File: config.mk
export PLATFORM = sky130hd
export DESIGN_NAME = ttt_game_ctrl
export DESIGN_NICKNAME = d
export VERILOG_FILES = /design/src/rtl/ttt_pkg.sv /design/src/rtl/ttt_key_debounce.sv /design/src/rtl/ttt_game_ctrl.sv
export SDC_FILE = /design/constraint.sdc
export NUM_CORES = 1
export LEC_CHECK = 0
export ABC_AREA = 1
export BUFFER_PORTS_ARGS = -buffer_cell sky130_fd_sc_hd__buf_2
export CORE_UTILIZATION = 45
export CTS_BUF_LIST = sky130_fd_sc_hd__clkbuf_4 sky130_fd_sc_hd__clkbuf_8
export CTS_CLUSTER_DIAMETER = 30
export DETAILED_ROUTE_END_ITERATION = 6
export SYNTH_ARGS = -nofsm -noshare
export SYNTH_HDL_FRONTEND = slang
export SYNTH_SLANG_ARGS = --single-unit
File: constraint.sdc
create_clock -name freq -period 19 [get_ports freq]
set_input_delay 1.9 -clock freq [delete_from_list [all_inputs] [get_ports freq]]
set_output_delay 1.9 -clock freq [all_outputs]
set_load 0.01 [all_outputs]
File: src/rtl/ttt_pkg.sv
// Tic-tac-toe shared definitions: cell codes, FSM states,
// win-line table and the line-completion check.
package ttt_pkg;

  localparam logic [1:0] CELL_EMPTY = 2'd0;
  localparam logic [1:0] CELL_P1    = 2'd1;
  localparam logic [1:0] CELL_P2    = 2'd2;
  localparam logic [1:0] CELL_DRAW  = 2'd3;

  localparam logic [1:0] ST_PLAY  = 2'd0;
  localparam logic [1:0] ST_CHECK = 2'd1;
  localparam logic [1:0] ST_DONE  = 2'd2;

  localparam int N_CELLS = 9;
  localparam int N_LINES = 8;

  // Cell index triples: 3 rows, 3 columns, 2 diagonals.
  localparam logic [3:0] WIN_LINE [N_LINES][3] = '{
    '{4'd0, 4'd1, 4'd2},
    '{4'd3, 4'd4, 4'd5},
    '{4'd6, 4'd7, 4'd8},
    '{4'd0, 4'd3, 4'd6},
    '{4'd1, 4'd4, 4'd7},
    '{4'd2, 4'd5, 4'd8},
    '{4'd0, 4'd4, 4'd8},
    '{4'd2, 4'd4, 4'd6}
  };

  // True when player p owns all three cells of any line.
  function automatic logic line_win(
    input logic [17:0] b,
    input logic [1:0]  p
  );
    logic hit;
    logic all;
    hit = 1'b0;
    for (int l = 0; l < N_LINES; l++) begin
      all = 1'b1;
      for (int j = 0; j < 3; j++) begin
        if (b[2*int'(WIN_LINE[l][j]) +: 2] != p) begin
          all = 1'b0;
        end
      end
      hit = hit | all;
    end
    return hit;
  endfunction

endpackage

File: src/rtl/ttt_key_debounce.sv
// One push-button input path: 2-flop synchronizer,
// stability counter, rising-edge pulse of the clean level.
module ttt_key_debounce #(
  parameter int DEBOUNCE_CYC = 500000
) (
  input  logic clk_i,
  input  logic rst_i,
  input  logic key_i,
  output logic pulse_o
);

  localparam int CW = $clog2(DEBOUNCE_CYC + 1);
  localparam logic [CW-1:0] CNT_LAST = CW'(DEBOUNCE_CYC - 1);

  logic [1:0]    sync_q;
  logic [CW-1:0] cnt_q, cnt_d;
  logic          lvl_q, lvl_d;
  logic          prev_q;

  // Bring the asynchronous button into the clock domain.
  always_ff @(posedge clk_i or posedge rst_i) begin
    if (rst_i) begin
      sync_q <= 2'b00;
    end else begin
      sync_q <= {sync_q[0], key_i};
    end
  end

  // Accept a new level only after it has held long enough;
  // any reversal before that restarts the count.
  always_comb begin
    cnt_d = '0;
    lvl_d = lvl_q;
    if (sync_q[1] != lvl_q) begin
      if (cnt_q == CNT_LAST) begin
        lvl_d = sync_q[1];
      end else begin
        cnt_d = cnt_q + 1'b1;
      end
    end
  end

  // Debounce state and previous clean level for edge detect.
  always_ff @(posedge clk_i or posedge rst_i) begin
    if (rst_i) begin
      cnt_q  <= '0;
      lvl_q  <= 1'b0;
      prev_q <= 1'b0;
    end else begin
      cnt_q  <= cnt_d;
      lvl_q  <= lvl_d;
      prev_q <= lvl_q;
    end
  end

  assign pulse_o = lvl_q & ~prev_q;

endmodule

File: src/rtl/ttt_game_ctrl.sv
// Tic-tac-toe controller: debounced buttons, move validation,
// turn order, win/draw detection, registered board for display.
module ttt_game_ctrl
  import ttt_pkg::*;
#(
  parameter int         DEBOUNCE_CYC = 500000,
  parameter logic [1:0] FIRST_PLAYER = 2'd1
) (
  input  logic        freq,
  input  logic        rst,
  input  logic [8:0]  key,
  input  logic        key_clr,
  output logic [17:0] board,
  output logic [1:0]  turn,
  output logic [1:0]  winner,
  output logic        game_over,
  output logic [3:0]  move_cnt
);

  logic [8:0]  key_pls;
  logic        clr_pls;
  logic [8:0]  occ;
  logic        mv_ok;

  logic [1:0]  state_q, state_d;
  logic [17:0] board_q, board_d;
  logic [1:0]  turn_q, turn_d;
  logic [1:0]  winner_q, winner_d;
  logic        over_q, over_d;
  logic [3:0]  cnt_q, cnt_d;

  for (genvar k = 0; k < N_CELLS; k++) begin : g_key
    ttt_key_debounce #(
      .DEBOUNCE_CYC(DEBOUNCE_CYC)
    ) u_db (
      .clk_i  (freq),
      .rst_i  (rst),
      .key_i  (key[k]),
      .pulse_o(key_pls[k])
    );
    assign occ[k] = |board_q[2*k +: 2];
  end

  ttt_key_debounce #(
    .DEBOUNCE_CYC(DEBOUNCE_CYC)
  ) u_db_clr (
    .clk_i  (freq),
    .rst_i  (rst),
    .key_i  (key_clr),
    .pulse_o(clr_pls)
  );

  assign mv_ok = $onehot(key_pls) && ((key_pls & occ) == 9'd0);

  // Next-state: new game beats everything, then the FSM.
  always_comb begin
    state_d  = state_q;
    board_d  = board_q;
    turn_d   = turn_q;
    winner_d = winner_q;
    over_d   = over_q;
    cnt_d    = cnt_q;
    if (clr_pls) begin
      state_d  = ST_PLAY;
      board_d  = '0;
      turn_d   = FIRST_PLAYER;
      winner_d = CELL_EMPTY;
      over_d   = 1'b0;
      cnt_d    = 4'd0;
    end else begin
      unique case (state_q)
        ST_PLAY: begin
          if (mv_ok) begin
            for (int k = 0; k < N_CELLS; k++) begin
              if (key_pls[k]) begin
                board_d[2*k +: 2] = turn_q;
              end
            end
            cnt_d   = cnt_q + 4'd1;
            state_d = ST_CHECK;
          end
        end
        ST_CHECK: begin
          if (line_win(board_q, turn_q)) begin
            winner_d = turn_q;
            over_d   = 1'b1;
            state_d  = ST_DONE;
          end else if (cnt_q == 4'd9) begin
            winner_d = CELL_DRAW;
            over_d   = 1'b1;
            state_d  = ST_DONE;
          end else begin
            turn_d  = (turn_q == CELL_P1) ? CELL_P2 : CELL_P1;
            state_d = ST_PLAY;
          end
        end
        ST_DONE: begin
        end
        default: begin
          state_d = ST_PLAY;
        end
      endcase
    end
  end

  // Game state registers; all outputs come straight from here.
  always_ff @(posedge freq or posedge rst) begin
    if (rst) begin
      state_q  <= ST_PLAY;
      board_q  <= '0;
      turn_q   <= FIRST_PLAYER;
      winner_q <= CELL_EMPTY;
      over_q   <= 1'b0;
      cnt_q    <= 4'd0;
    end else begin
      state_q  <= state_d;
      board_q  <= board_d;
      turn_q   <= turn_d;
      winner_q <= winner_d;
      over_q   <= over_d;
      cnt_q    <= cnt_d;
    end
  end

  assign board     = board_q;
  assign turn      = turn_q;
  assign winner    = winner_q;
  assign game_over = over_q;
  assign move_cnt  = cnt_q;

endmodule

==> results.toml, run 1 <==
[final_layout]
layout_commonest_cell = "dfrtp_1"
insertedDiodeCount = 0
fillers = 2560
final_cell_mix = "dfrtp_1, nand2_1, inv_1"
drive_gt1_share_pct = 14.2
nets = 1616
syn_to_final_growth_pct = 16.9

[global_routing]
antenna_found_initial = 0
grt_overflow_total = 0
grt_usage_pct = 19.3
grt_pass1_wl_mm = 45.8
grt_pass1_vias = 9702
grt_max_degree = 123

[floorplan]
rows = 61
start_util_pct = 46.0
die_w_um = 171
core_um2 = 27900
dieArea_um2 = 29100
chipHeight_um = 171
ios = 39

[worst_setup_path]
r2r-start = "g_key[0].u_db.lvl_q"
cp.arrival_ps = 4960
reg2reg_slack_ps = 14580
reg2reg_to = "move_cnt[2]"
crit_path_start_kind = "register"
endpoint_kind = "register"
crit_chain = "inv_1 -> nor2_1 -> inv_1 -> fa_1 -> inv_1 -> fa_1 -> fa_1 -> fa_1 -> inv_1 -> fa_1 -> and3b_1 -> nand4_1 -> nor2_1 -> and2_1 -> nand2_1 -> nand2_1 -> nand3_1 -> nand2_1"
cp.required_ps = 19530
slowest_stage = "fa_1"
cp_slowest_stage_delay_ps = 580
crit_path_max_fanout = 11
critPathKind = "register to register"
r2r_cells = 18
timing.critical_path.mode_cell = "fa_1"

[synth]
yosysSeqAreaShare_pct = 50.6
synth_edf_count = 0
yosys.area_share.simple_pct = 27.4
yosys.area.top_type_share_pct = 50.4
synthArstFlopShare_pct = 100
synth_nets = 1524
yosys-top-cells-area = "dfrtp_1, nand2_1, inv_1"
synth_warnings = 0
synth_compound_area_share_pct = 8.07
synth_top_family_by_area = "simple AND/OR/NAND/NOR gates"
synth_cell_type_count = 49
synthesis.area_um2 = 12800
ys_ff_latch = 259
synth.largest_area_cell = "dfrtp_1"
synthXorXnorAreaFrac_pct = 4.31
synthCells = 1493
ys.flop_type = "dfrtp_1"
syn_area_per_cell_um2 = 8.58
synthMuxAreaShare_pct = 0.781
synth-adder-area-share_pct = 2.15

[hold_path]
worst_hold_startpoint = "g_key[3].u_db.sync_q[0]"
hold_end = "g_key[3].u_db.sync_q[1]"
hold_depth = 0
hp-class = "register to register"

[clocking]
cts_tree = "yes"
clkLatencyLatePin_ps = 600
post_cts_resized = 0
ctsHoldBuffers = 0
clock_sinks = 259
numCtsBuffers = 60
htree_levels = 2
postCtsSetupBuffers = 0
clock-root-buffer = "clkbuf_8"
cts.clk_slew.worst_paths_ps = 50
clockBufferDepth = 3

[sta]
skew_ps = 33.9
rsz0062_at_grt = "no"
hold_violations = 0
finalMaxSlewViolations = 0
worst_slew_pin_slew_ps = 1050
final.period_utilization_pct = 23.3
maxSlewHeadroom_pct = 30.1
tns_ps = 0
finalSetupViolations = 0
fmaxAchievable_mhz = 226
fin_crit_ps = 4420

[flow_run]
maxCapViolCount = 0

[run_status]
status = "finished clean"

[pwr]
total_leakage_power_nw = 6.88
power_mw = 1.39
ir_drop_mv = 0.0673
p_per_area_nw_per_um2 = 92.8

[placed_design]
place.gp.congestion = 0.830
place_hpwl_mm = 18.7
port_buffers = 38

[route]
dr_total_vias = 10052
post_drt_wl_per_cell_um = 13.4
dr.pass1.iters = 5
drt_wl_total_mm = 27.0
drt_iter0_drc = 574
detail-route-antenna-nets = 0
vias_per_cell = 5.00
drc = 0
power by group:
part	internal, mW	switching [mW]
Clock	0.518	0.273
Sequential	0.560	0.00556
Combinational	0.00830	0.0250
per-stage QoR:
stage	instances	instance area (um^2)	util (%)	setup slack, ps	hold slack, ps
after CTS	2010	15000	53.8	14560	347
after detailed placement	1901	13500	48.3	14480	336
after floorplan	1493	12800	-	9970	331
final	2010	15000	53.8	14580	343
after global placement	1901	13500	48.3	14520	331
after global routing	2010	15000	53.8	14200	353
state kept, by name (all words and copies together), names as in the netlist:
name and flops:
winner 2, u_db_clr.sync_q 2, game_over 1, turn 2, g_key.u_db.lvl_q 9, u_db_clr.prev_q 1, g_key.u_db.prev_q 9, u_db_clr.lvl_q 1
u_db_clr.cnt_q 19, g_key.u_db.sync_q 18, move_cnt 4, g_key.u_db.cnt_q 171, state_q 2, board 18
logic make-up after synthesis:
group / Yosys count
fa+ha+maj: 19
xor+xnor: 63
simple gates: 726
mux: 9
buf+inv: 225
compound gates: 192
flops: 259
metal layers:
metal / part of all wire (%) / GRT usage (%) / up-vias
met4: 1.7 / 5.76 / 0
met1: 48 / 25.9 / 4742
met2: 46 / 31.1 / 148
met3: 4.6 / 4.53 / 45
li1: - / - / 5117
met5: 0 / 0 / -
how the worst max path moves through the flow:
stage / start / to / slack, ps / cells after the start
floorplan: rst / board[0] / 9970 / 1
global placement: rst / g_key[7].u_db.lvl_q / 14520 / 4
detailed placement: rst / g_key[7].u_db.lvl_q / 14480 / 4
CTS: g_key[0].u_db.lvl_q / board[4] / 14560 / 17
global route: g_key[0].u_db.lvl_q / board[13] / 14200 / 17
finish: g_key[0].u_db.lvl_q / move_cnt[2] / 14580 / 18
area by class of cell:
cell class / instances / area (um^2) / share of cell area [%]
clock buffers: 72 / 966 / 6.45
clock inverters: 37 / 559 / 3.73
inverters: 215 / 815 / 5.44
multi-input cells: 1009 / 5480 / 36.6
flip-flops and latches: 259 / 6480 / 43.3
well taps: 378 / 473 / 3.16
repair buffers: 40 / 205 / 1.37
synthesized netlist by cell type, drive strengths merged, types with 3 or more instances:
cell type / n
a211oi: 15
a21oi: 89
a31oi: 4
and3: 3
buf: 6
clkbuf: 4
dfrtp: 258
fa: 5
ha: 14
inv: 215
mux2: 8
nand2: 245
nand3: 112
nand3b: 4
nand4: 55
nor2: 213
nor3: 63
nor3b: 9
nor4: 13
o21ai: 75
or2: 7
xnor2: 14
xor2: 49
worst max-delay path: cells and delay by family (launching register included):
kind,cells,cell delay (ps)
simple gates,9,1440
flops,1,390
fa+ha+maj,5,2280
buf+inv,4,240
(Power assumes the default switching activity.)
==> run 2: changes to the inputs <==
--- a/config.mk
+++ b/config.mk
@@ -5,7 +5,7 @@
 export SDC_FILE = /design/constraint.sdc
 export NUM_CORES = 1
 export LEC_CHECK = 0
-export ABC_AREA = 1
+export ABC_AREA = 0
 export BUFFER_PORTS_ARGS = -buffer_cell sky130_fd_sc_hd__buf_2
 export CORE_UTILIZATION = 45
 export CTS_BUF_LIST = sky130_fd_sc_hd__clkbuf_4 sky130_fd_sc_hd__clkbuf_8
==> constraint.sdc (replaced) <==
create_clock -name freq -period 3.9 [get_ports freq]
set_input_delay 0.39 -clock freq [delete_from_list [all_inputs] [get_ports freq]]
set_output_delay 0.39 -clock freq [all_outputs]
set_load 0.01 [all_outputs]
==> run 2 against run 1 <==
Core utilization rose by 1.4 points. Total power rose to 4.7 times the previous value. Via count fell by 14%. Synthesized cell count fell by 19%. Cell count fell by 16%. Setup slack got worse by 15000 ps. First-iteration DRC count fell by 7.3%. Hold slack improved by 2.9 ps. The flow now finishes with violations (design-rule violations, negative setup slack).
==> results.toml, run 2 <==
[floorplan]
die_w_um = 166
rows = 59
dieArea_um2 = 27400
chipHeight_um = 166
start_util_pct = 46.1
core_um2 = 26100
ios = 39

[worst_setup_path]
crit_path_max_fanout = 5
critPathKind = "register to register"
endpoint_kind = "register"
cp.arrival_ps = 4580
r2r_cells = 15
r2r-start = "g_key[3].u_db.prev_q"
crit_path_start_kind = "register"
reg2reg_slack_ps = -190
cp.required_ps = 4390
reg2reg_to = "move_cnt[2]"

[route]
drc = 8
vias_per_cell = 5.11
dr_total_vias = 8602
drt_iter0_drc = 532
post_drt_wl_per_cell_um = 14.0
detail-route-antenna-nets = 0
drt_wl_total_mm = 23.6
dr.pass1.iters = 6

[synth]
synth_nets = 1233
synth-adder-area-share_pct = 2.28
yosysSeqAreaShare_pct = 53.8
ys.flop_type = "dfrtp_1"
synthXorXnorAreaFrac_pct = 12.6
yosys.area_share.simple_pct = 24.5
yosysMostFrequentCell = "dfrtp_1"
synthesis.area_um2 = 12100
synth_edf_count = 0
synth_top_family_by_area = "simple AND/OR/NAND/NOR gates"
syn_area_per_cell_um2 = 10.0
synth.largest_area_cell = "dfrtp_1"
synth_cell_type_count = 49
yosys-top-cells-count = "dfrtp_1, nor2_1, xor2_1"
ys_ff_latch = 259
yosys-top-cells-area = "dfrtp_1, nor2_1, xor2_1"
synthCells = 1202
synth_compound_area_share_pct = 3.49
yosys.area.top_type_share_pct = 53.6
synthMuxAreaShare_pct = 1.14
synthArstFlopShare_pct = 100
synth_warnings = 0

[run_status]
status = "finished with violations"
violations = "design-rule violations, negative setup slack"

[clocking]
cts_tree = "yes"
cts.clk_slew.worst_paths_ps = 60
clock_sinks = 259
htree_levels = 2
clkLatencyLatePin_ps = 560
clockBufferDepth = 3
numCtsBuffers = 58
clock-root-buffer = "clkbuf_8"

[pwr]
ir_drop_mv = 0.530
p_per_area_nw_per_um2 = 456
total_leakage_power_nw = 6.48
power_mw = 6.57

[global_routing]
grt_pass1_vias = 8766
grt_overflow_total = 0
grt_pass1_wl_mm = 41.4
antenna_found_initial = 0
grt_usage_pct = 18.0
grt_max_degree = 98

[sta]
skew_ps = 15.5
rsz0062_at_grt = "yes"
hold_ws_ps = 346
setup_ws_ps = -193
hold_violations = 0
fin_crit_ps = 4090
final.period_utilization_pct = 105
finalSetupViolations = 22
maxSlewHeadroom_pct = 48.2
fmaxAchievable_mhz = 244
finalMaxSlewViolations = 0
worst_slew_pin_slew_ps = 777

[final_layout]
largest_register = "g_key.u_db.cnt_q"
fin_area_um2 = 14400
layout_commonest_cell = "dfrtp_1"
drive_gt1_share_pct = 16.4
insertedDiodeCount = 0
largest_register_ffs = 171
largestRegisters = "g_key.u_db.cnt_q x171, u_db_clr.cnt_q x19"
layoutNonFillerInstCount = 1684
fillers = 2287
syn_to_final_growth_pct = 19.5
nets = 1331
final_cell_mix = "dfrtp_1, nor2_1, xor2_1"

[hold_path]
hold_end = "g_key[6].u_db.sync_q[1]"
hp-class = "register to register"
worst_hold_startpoint = "g_key[6].u_db.sync_q[0]"
hold_depth = 0

[placed_design]
dp_cells = 1561
port_buffers = 38
place_hpwl_mm = 15.2
place_area_um2 = 12700
place.gp.congestion = 0.783

[flow_run]
maxCapViolCount = 0
-- run 2: cell families (layout without fill, tap and decap cells) --
logic type      after synthesis  in the layout
simple gates                596            596
flops                       259            259
xor+xnor                    173            173
compound gates               76             76
buf+inv                      67            214
fa+ha+maj                    19             19
mux                          12             12
-- run 2: metrics by stage --
step / setup WS [ps] / TNS (ps) / util [%]
floorplan: -134 / -268 / -
global placement: -70.8 / -157 / 48.6
detailed placement: -217 / -2500 / 48.6
CTS: -166 / -2510 / 55.1
global route: -387 / -7330 / 55.1
finish: -193 / -3150 / 55.1
-- run 2: worst max-delay path: stages (launching register included) --
cell     delay [ps]
dfrtp_1         390
nor2b_4         120
inv_2            50
fa_1            540
inv_1            50
fa_1            450
fa_1            530
fa_2            220
inv_2            40
fa_1            480
nand2_1          60
nor3_2          170
nand4_1         170
or2_4           300
or3_1           320
a21oi_1         120
-- run 2: repair_timing --
action                                  4_1_cts  5_1_grt
endpoints found under the setup margin       23       23
gates cloned                                  2        0
endpoints found under the hold margin        38        0
gates resized for setup                      20        3
setup buffers                                 1        0
hold buffers                                 11        0
pin swaps                                    14        1
-- run 2: how the worst max path moves through the flow --
stage	start	cells past startpoint	slack (ps)	endpoint
floorplan	g_key[3].u_db.lvl_q	16	-130	move_cnt[3]
global placement	g_key[1].u_db.prev_q	15	-70	move_cnt[3]
detailed placement	g_key[1].u_db.lvl_q	15	-220	move_cnt[2]
CTS	g_key[3].u_db.lvl_q	15	-170	move_cnt[2]
global route	g_key[3].u_db.lvl_q	16	-390	board[3]
finish	g_key[3].u_db.prev_q	15	-190	move_cnt[2]
-- run 2: routing by layer --
metal	track usage [%]	vias up	wire length, um
li1	-	4276	-
met1	24.9	4163	11400
met3	4.56	35	1270
met2	27.7	128	10600
met5	0	-	0
met4	5.81	0	398
-- run 2: layout make-up --
| type | count | area, um^2 | share of cell area [%] |
|---|---|---|---|
| Timing Repair Buffer | 67 | 483 | 3.35 |
| Clock buffer | 82 | 1070 | 7.44 |
| Tap cell | 335 | 419 | 2.91 |
| Inverter | 38 | 146 | 1.02 |
| Clock inverter | 27 | 397 | 2.75 |
| Multi-Input combinational cell | 876 | 5410 | 37.5 |
| Sequential cell | 259 | 6480 | 45.0 |
-- run 2: where the power goes --
group	switching [mW]	total [mW]	internal [mW]
Clock	1.26	3.65	2.39
Sequential	0.0310	2.76	2.73
Combinational	0.110	0.158	0.0482
Total	1.41	6.57	5.16
==> run 3: changes to the inputs <==
--- a/config.mk
+++ b/config.mk
@@ -7,7 +7,8 @@
 export LEC_CHECK = 0
 export ABC_AREA = 0
 export BUFFER_PORTS_ARGS = -buffer_cell sky130_fd_sc_hd__buf_2
-export CORE_UTILIZATION = 45
+export CAP_MARGIN = 40
+export CORE_UTILIZATION = 40
 export CTS_BUF_LIST = sky130_fd_sc_hd__clkbuf_4 sky130_fd_sc_hd__clkbuf_8
 export CTS_CLUSTER_DIAMETER = 30
 export DETAILED_ROUTE_END_ITERATION = 6
==> run 3 against run 2 <==
The run ends with negative setup slack left. Design area rose by 0.35%. Cell count rose by 3.3%. Setup slack improved by 37 ps. Die area rose by 12%. Clock power rose by 2%. Global-route usage fell by 1.9 points. Clock-buffer cell count fell by 8. Clock skew fell by 0.92 ps. Hold slack got worse by 1.9 ps. Register-to-register slack improved by 40 ps. Critical path type unchanged. Largest cell class unchanged.
==> results.toml, run 3 (synthesis gave the netlist of run 2 again) <==
[run_status]
status = "finished with violations"
violations = "negative setup slack"

[pwr]
p_per_area_nw_per_um2 = 458
total_leakage_power_nw = 6.48
power_mw = 6.62
ir_drop_mv = 0.317

[hold_path]
hp-class = "register to register"
hold_depth = 0

[sta]
hold_violations = 0
fin_crit_ps = 4060
maxSlewHeadroom_pct = 49.0
finalSetupViolations = 22
skew_ps = 14.6
tns_ps = -1620
worst_slew_pin_slew_ps = 762
final.period_utilization_pct = 104
finalMaxSlewViolations = 0
setup_ws_ps = -156
fmaxAchievable_mhz = 247
rsz0062_at_grt = "yes"

[clocking]
cts_tree = "yes"
htree_levels = 2
clock_sinks = 259
clockBufferDepth = 3
cts.clk_slew.worst_paths_ps = 60
numCtsBuffers = 58
clock-root-buffer = "clkbuf_8"
clkLatencyLatePin_ps = 590

[final_layout]
final_cell_mix = "dfrtp_1, nor2_1, xor2_1"
nets = 1331
largest_register = "g_key.u_db.cnt_q"
largestRegisters = "g_key.u_db.cnt_q x171, u_db_clr.cnt_q x19"
layout_commonest_cell = "dfrtp_1"
syn_to_final_growth_pct = 19.9
drive_gt1_share_pct = 16.4
fillers = 2803
largest_register_ffs = 171
fin_area_um2 = 14500
insertedDiodeCount = 0
post-route-util_pct = 48.8

[floorplan]
start_util_pct = 40.7
core_um2 = 29600
die_w_um = 176
ios = 39
rows = 63
chipHeight_um = 176
dieArea_um2 = 30800

[route]
drt_wl_total_mm = 23.7
vias_per_cell = 4.92
detail-route-antenna-nets = 0
drc = 0
dr_total_vias = 8561
dr.pass1.iters = 4
post_drt_wl_per_cell_um = 13.6
drt_iter0_drc = 399

[global_routing]
grt_overflow_total = 0
grt_max_degree = 110
grt_pass1_wl_mm = 40.8
grt_usage_pct = 16.1
antenna_found_initial = 0
grt_pass1_vias = 8436

[flow_run]
maxCapViolCount = 0

[worst_setup_path]
critPathKind = "register to register"
endpoint_kind = "register"
r2r_cells = 15
cp.required_ps = 4420
crit_path_start_kind = "register"
crit_path_max_fanout = 6
cp.arrival_ps = 4580

[placed_design]
place_hpwl_mm = 15.4
place.gp.congestion = 0.836
place_area_um2 = 12800
port_buffers = 38
==> run 3: cell types whose count changed in the layout (fill, tap and decap cells not counted), sizes merged <==
| cell | change |
|---|---|
| clkinvlp | +2 |
| clkinv | +2 |
| bufinv | +2 |
| inv | +3 |
| clkbuf | -8 |
==> run 3: worst paths after layout <==
kind                                    startpoint                       to  slack, ps
setup reg to reg              g_key[1].u_db.prev_q              move_cnt[2]       -160
hold reg to reg            g_key[5].u_db.sync_q[0]  g_key[5].u_db.sync_q[1]        340
min in group asynchronous                      rst  g_key[7].u_db.cnt_q[12]        360
setup / recovery              g_key[1].u_db.prev_q              move_cnt[2]       -160
hold / removal             g_key[5].u_db.sync_q[0]  g_key[5].u_db.sync_q[1]        340
max in group asynchronous                      rst  g_key[4].u_db.sync_q[0]       2620
==> run 3: timing repair <==
| item | 4_1_cts | 5_1_grt |
|---|---|---|
| buffers inserted | 0 | 1 |
| hold buffers | 11 | 0 |
| gates cloned | 0 | 1 |
| setup endpoints to repair | 22 | 23 |
| pin swaps | 0 | 3 |
| endpoints found under the hold margin | 24 | 0 |
| resized for setup | 4 | 13 |
==> run 3: layer usage <==
layer  vias up  track usage (%)  routed length, um
li1       4272                -                  -
met1      4121             22.5              11600
met2       125             23.8              10200
met3        43             4.42               1300
met4         0             5.80                540
met5         -                0                  0
==> run 3: cell type report <==
class                   instances  area (um^2)  share of cell area (%)
well taps                     390          488                    3.38
clock buffers                  74          968                    6.70
multi-input cells             876         5400                    37.3
repair buffers                 67          473                    3.27
flip-flops and latches        259         6480                    44.8
inverters                      38          146                    1.01
clock inverters                36          500                    3.46
==> run 3: stage by stage <==
step	worst slack, ps	std cells	hold slack [ps]
after floorplan	-134	1202	331
after global placement	-85.2	1617	336
after detailed placement	-171	1617	338
after CTS	-148	1738	323
after global routing	-316	1740	355
final	-156	1740	344
==> run 3: report_power, final <==
group	switching [mW]	internal, mW	total (mW)	leakage, nW
Combinational	0.109	0.0475	0.156	2.21
Clock	1.32	2.39	3.71	0.721
Sequential	0.0307	2.73	2.76	3.54
Total	1.46	5.16	6.62	6.48
==> run 3: critical path: stages, from the launching register on <==
cell,delay [ps]
dfrtp_1,390
nor2b_4,130
inv_1,80
fa_1,510
inv_1,50
fa_1,460
fa_1,530
fa_2,220
inv_2,40
fa_2,520
nand2_2,50
nor3_2,140
nand4_1,110
or2_4,310
or3_4,330
a21oi_2,110
